$ cat config.mk
export PLATFORM = sky130hd
export DESIGN_NAME = uart_rx_frame
export DESIGN_NICKNAME = d
export VERILOG_FILES = /design/src/rtl/uart_pkg.sv /design/src/rtl/uart_rx_sampler.sv /design/src/rtl/uart_rx_frame.sv
export SDC_FILE = /design/constraint.sdc
export NUM_CORES = 1
export LEC_CHECK = 0
export BUFFER_PORTS_ARGS = -buffer_cell sky130_fd_sc_hd__buf_2
export CORE_MARGIN = 2
export CORE_UTILIZATION = 53
export DETAILED_ROUTE_END_ITERATION = 6
export PLACE_DENSITY_LB_ADDON = 0.2
export SYNTH_ARGS = -nofsm -noshare
export SYNTH_HDL_FRONTEND = slang
export SYNTH_SLANG_ARGS = --single-unit
$ cat constraint.sdc
create_clock -name clk -period 2.3 [get_ports clk]
set_clock_uncertainty 0.05 [all_clocks]
set_input_delay 0.115 -clock clk [delete_from_list [all_inputs] [get_ports clk]]
set_output_delay 0.115 -clock clk [all_outputs]
set_load 0.05 [all_outputs]
$ cat src/rtl/uart_pkg.sv
// rtl/uart_pkg.sv - shared UART encodings, prescale constants and helpers
package uart_pkg;

    typedef enum logic [2:0] {
        ST_IDLE   = 3'd0,
        ST_START  = 3'd1,
        ST_DATA   = 3'd2,
        ST_PARITY = 3'd3,
        ST_STOP   = 3'd4
    } rx_state_t;

    localparam logic [5:0] PRESCALE_8       = 6'd8;
    localparam logic [5:0] PRESCALE_16      = 6'd16;
    localparam logic [5:0] PRESCALE_32      = 6'd32;
    localparam logic [5:0] PRESCALE_DEFAULT = PRESCALE_8;

    localparam logic PAR_EVEN = 1'b0;
    localparam logic PAR_ODD  = 1'b1;

    // Unsupported ratios fall back to the default so bit timing stays well defined.
    function automatic logic [5:0] legal_prescale(input logic [5:0] p);
        case (p)
            PRESCALE_8, PRESCALE_16, PRESCALE_32: return p;
            default:                              return PRESCALE_DEFAULT;
        endcase
    endfunction

endpackage

$ cat src/rtl/uart_rx_sampler.sv
// rtl/uart_rx_sampler.sv - per-bit oversampling counter with 3-sample majority vote
module uart_rx_sampler
    import uart_pkg::*;
(
    input  logic       clk,
    input  logic       rst,
    input  logic       rx_in,
    input  logic       clear,
    input  logic [5:0] prescale,
    output logic       bit_val,
    output logic       bit_done
);

    logic [5:0] edge_cnt;
    logic [5:0] half;
    logic [2:0] samples;

    assign half     = {1'b0, prescale[5:1]};
    assign bit_done = (edge_cnt == prescale - 6'd1);
    assign bit_val  = (samples[0] & samples[1]) |
                      (samples[0] & samples[2]) |
                      (samples[1] & samples[2]);

    always_ff @(posedge clk or negedge rst) begin
        if (!rst) begin
            edge_cnt <= 6'd0;
        end else if (clear || bit_done) begin
            edge_cnt <= 6'd0;
        end else begin
            edge_cnt <= edge_cnt + 6'd1;
        end
    end

    // The three samples straddle mid-bit, well clear of the bit edges.
    always_ff @(posedge clk or negedge rst) begin
        if (!rst) begin
            samples <= 3'b111;
        end else if (clear) begin
            samples <= 3'b111;
        end else begin
            if (edge_cnt == half - 6'd1) samples[0] <= rx_in;
            if (edge_cnt == half)        samples[1] <= rx_in;
            if (edge_cnt == half + 6'd1) samples[2] <= rx_in;
        end
    end

endmodule

$ cat src/rtl/uart_rx_frame.sv
// rtl/uart_rx_frame.sv - UART receive framer: start/data/parity/stop with per-frame error flags
module uart_rx_frame
    import uart_pkg::*;
#(
    parameter int DATA_WIDTH = 8
) (
    input  logic                  clk,
    input  logic                  rst,
    input  logic                  rx_in,
    input  logic [5:0]            prescale,
    input  logic                  par_en,
    input  logic                  par_typ,
    output logic [DATA_WIDTH-1:0] data_out,
    output logic                  data_valid,
    output logic                  par_err,
    output logic                  stop_err
);

    localparam int CNT_W = $clog2(DATA_WIDTH + 1);

    rx_state_t             state;
    rx_state_t             state_next;
    logic [5:0]            p_lat;
    logic                  par_en_lat;
    logic                  par_typ_lat;
    logic [CNT_W-1:0]      bit_cnt;
    logic [DATA_WIDTH-1:0] shift_reg;
    logic                  par_bad;
    logic                  bit_val;
    logic                  bit_done;
    logic                  restart;
    logic                  last_data;
    logic                  latch_cfg;
    logic                  shift_en;
    logic                  par_chk;
    logic                  frame_end;
    logic                  frame_good;

    // Idle line keeps the sampler parked; the first low cycle is already edge 0.
    assign restart    = (state == ST_IDLE) && rx_in;
    assign last_data  = (bit_cnt == CNT_W'(DATA_WIDTH - 1));
    assign frame_good = frame_end && bit_val && !par_bad;

    uart_rx_sampler u_sampler (
        .clk      (clk),
        .rst      (rst),
        .rx_in    (rx_in),
        .clear    (restart),
        .prescale (p_lat),
        .bit_val  (bit_val),
        .bit_done (bit_done)
    );

    always_ff @(posedge clk or negedge rst) begin
        if (!rst) begin
            state <= ST_IDLE;
        end else begin
            state <= state_next;
        end
    end

    always_comb begin
        state_next = state;
        unique case (state)
            ST_IDLE:   if (!rx_in) state_next = ST_START;
            ST_START:  if (bit_done) state_next = bit_val ? ST_IDLE : ST_DATA;
            ST_DATA:   if (bit_done && last_data) state_next = par_en_lat ? ST_PARITY : ST_STOP;
            ST_PARITY: if (bit_done) state_next = ST_STOP;
            ST_STOP:   if (bit_done) state_next = rx_in ? ST_IDLE : ST_START;
            default:   state_next = ST_IDLE;
        endcase
    end

    always_comb begin
        latch_cfg = 1'b0;
        shift_en  = 1'b0;
        par_chk   = 1'b0;
        frame_end = 1'b0;
        case (state)
            ST_IDLE:   latch_cfg = !rx_in;
            ST_DATA:   shift_en  = bit_done;
            ST_PARITY: par_chk   = bit_done;
            ST_STOP:   frame_end = bit_done;
            default:   ;
        endcase
    end

    // Back-to-back frames entered from STOP reuse the configuration already held.
    always_ff @(posedge clk or negedge rst) begin
        if (!rst) begin
            p_lat       <= PRESCALE_DEFAULT;
            par_en_lat  <= 1'b0;
            par_typ_lat <= PAR_EVEN;
        end else if (latch_cfg) begin
            p_lat       <= legal_prescale(prescale);
            par_en_lat  <= par_en;
            par_typ_lat <= par_typ;
        end
    end

    always_ff @(posedge clk or negedge rst) begin
        if (!rst) begin
            bit_cnt <= '0;
        end else if (state != ST_DATA) begin
            bit_cnt <= '0;
        end else if (bit_done) begin
            bit_cnt <= bit_cnt + CNT_W'(1);
        end
    end

    always_ff @(posedge clk or negedge rst) begin
        if (!rst) begin
            shift_reg <= '0;
        end else if (shift_en) begin
            shift_reg <= {bit_val, shift_reg[DATA_WIDTH-1:1]};
        end
    end

    always_ff @(posedge clk or negedge rst) begin
        if (!rst) begin
            par_bad <= 1'b0;
        end else if (frame_end) begin
            par_bad <= 1'b0;
        end else if (par_chk) begin
            par_bad <= bit_val != ((^shift_reg) ^ (par_typ_lat == PAR_ODD));
        end
    end

    always_ff @(posedge clk or negedge rst) begin
        if (!rst) begin
            data_out   <= '0;
            data_valid <= 1'b0;
            par_err    <= 1'b0;
            stop_err   <= 1'b0;
        end else begin
            data_valid <= frame_good;
            par_err    <= frame_end && par_bad;
            stop_err   <= frame_end && !bit_val;
            if (frame_good) data_out <= shift_reg;
        end
    end

endmodule

==> reports/qor.yml <==
global_route:
  grt_use_met3: 0.0478
  grt_first_pass_wirelength_um: 8190
  grt_max_degree: 30
  grt_overflow: 0
  grt.busiest_layer: "met2"
  grt_use_met2: 0.328
  grt_pass1_vias: 1722
  grt_usage: 0.206
  met1_usage: 0.287
  antenna_found_initial: 0
timing:
  slew_violations: 0
  finalWorstSetupSlack_ns: 0.0537
  finalSetupTns_ns: 0
  fmax_mhz: 445
  min_period_ns: 2.25
  rsz0062_at_grt: "true"
  holdWs_ns: 0.0674
  fin_crit_sh: 0.977
  setup_viol: 0
  tightest_slew_ns: 0.459
  finalHoldViolations: 0
  relSlewSlack: 0.692
cts:
  clk_pin_slew_ns: 0.08
  htreeDepth: 2
  clockBufferDepth: 2
  clk_latency_ns: 0.29
  cts_tree: "yes"
  cts_sinks: 44
  root_buffer: "clkbuf_8"
  cts_made_buffers: 5
run:
  maxCapViolations: 0
final_layout:
  fin_nets: 284
  final_layout_size_suffix_gt1_frac: 0.213
  diodes: 0
  syn_to_final_growth_pct: 16.4
  fin_cells: 320
  n_fill_cell: 354
floorplan:
  core_sq_mm: 0.00435
  start_util: 0.554
  die_y_um: 71.4
  std_cell_rows: 24
  ios: 22
  die_area_sq_mm: 0.00510
  die_w_um: 71.4
synth:
  synthAdderAreaFrac: 0.0353
  synth-async-reset-ratio: 1.00
  synth_top_area_frac: 0.415
  synth_compound_area_frac: 0.0815
  synth_cells: 235
  ys_types: 43
  synth_warnings: 0
  yosys.area.top_type: "dfrtp_1"
  yosys-top-cells-count: "dfrtp_1, nor2_1, nand2_1, xnor2_1, mux2_1"
  syn_avg_cell_area_sq_um: 10.3
  synth_xor_area_frac: 0.113
  synth.cell_area_sq_mm: 0.00241
  synth_most_common_cell: "dfrtp_1"
  yosysSeqAreaShare: 0.459
  ys.flop_type: "dfrtp_1"
  syn_nets: 252
  synth_edf_count: 0
  synthSimpleGateAreaFrac: 0.176
  synth_top_family_by_area: "simple AND/OR/NAND/NOR gates"
  yosys-mux-area-fraction: 0.0913
  netlist_top_cells_area: "dfrtp_1, xnor2_1, mux2_1, dfstp_2, xor2_1"
  synth-seq-cells: 44
worst_setup_path:
  end_kind: "register"
  path_max_fanout: 9
  crit_required_ns: 2.42
  reg2reg_setup_slack_ns: 0.05
  cp-start-kind: "register"
  arrival_ns: 2.37
  worstSetupPathType: "register to register"
route:
  dr.first_iter.drc_count: 105
  drtAntennaViolNets: 0
  firstDrtPassIters: 4
  drc_errors: 0
  via_per_inst: 5.44
  post_drt_wl_per_cell_um: 14.7
  dr_total_vias: 1740
  drt_wl_total_um: 4700
pwr:
  power.density_mw_per_mm2: 1160
  peakVddDrop_v: 0.000588
  power_leakage_uw: 0.00133
  total_power_uw: 3250
place:
  placedCellCount: 308
  place_hpwl_um: 3390
  place.gp.congestion: 0.818
  portBuffers: 21
  dp_slack_ns: 0.0137
status:
  status: "complete, no violations"
worst_hold_path:
  hold_path_class: "primary input to register"
-- kinds of logic after synthesis --
group | count (synthesis)
and+or+nand+nor | 84
DFF | 44
xor gates and xnor gates | 31
AOI/OAI and AO/OA | 28
buffers and inverters | 21
muxes | 20
adders and majority gates | 7
-- cells in the final DEF (no fill, tap or decap), types with 6 or more instances in the layout --
cell type	n
mux2_1	16
xor2_1	10
buf_2	21
dfrtp_1	40
xnor2_1	21
nand3_1	6
buf_4	12
nand2_1	21
nor2_1	22
a21oi_1	8
inv_1	6
-- critical path, cell delays in order, from the launching register on --
cell,delay (ns)
dfrtp_1,0.41
inv_2,0.11
ha_1,0.26
xnor2_1,0.14
nor2_1,0.15
o221ai_2,0.13
a211oi_4,0.20
and3_4,0.23
buf_12,0.12
mux2_1,0.32
-- per-layer routing --
| layer | part of all wire | wire [um] |
|---|---|---|
| met1 | 0.47 | 2230 |
| met2 | 0.47 | 2220 |
| met3 | 0.041 | 193 |
| met4 | 0.013 | 60 |
| met5 | 0 | 0 |
-- final cells by class --
| cell class | instances | area (sq um) | area share |
|---|---|---|---|
| clock inverters | 2 | 35.0 | 0.0125 |
| flip-flops and latches | 44 | 1110 | 0.394 |
| well taps | 52 | 65.1 | 0.0232 |
| clock buffers | 6 | 72.6 | 0.0259 |
| inverters | 8 | 32.5 | 0.0116 |
| multi-input cells | 170 | 1230 | 0.438 |
| repair buffers | 38 | 265 | 0.0945 |
-- power breakdown --
part | total [uW] | leakage (uW) | internal [uW] | switching (uW)
clock network | 572 | 0.0000552 | 322 | 250
registers | 1180 | 0.000579 | 962 | 213
logic | 1510 | 0.000700 | 709 | 798
total | 3250 | 0.00133 | 1990 | 1260
-- metrics by stage --
| stage | cell area (sq um) | utilization |
|---|---|---|
| floorplan | 2450 | - |
| global placement | 2650 | 0.608 |
| detailed placement | 2650 | 0.608 |
| CTS | 2790 | 0.641 |
| global route | 2810 | 0.645 |
| finish | 2810 | 0.645 |
-- timing repair --
action	4_1_cts	5_1_grt
pin swaps	2	0
endpoints found under the hold margin	17	0
gates resized for setup	1	2
buffers inserted	0	1
endpoints found under the setup margin	16	23
hold buffers	3	0
-- worst paths after layout --
kind                                        end   startpoint  depth (start not counted)
setup / recovery                    data_out[1]     p_lat[1]                          9
hold / removal                         p_lat[5]  prescale[5]                          3
setup reg to reg                    data_out[1]     p_lat[1]                          9
hold reg to reg                     data_out[0]  data_out[0]                          1
max in group asynchronous  u_sampler.samples[0]          rst                          3
min in group asynchronous              p_lat[1]          rst                          2
Power figures use the tool's default switching activity.
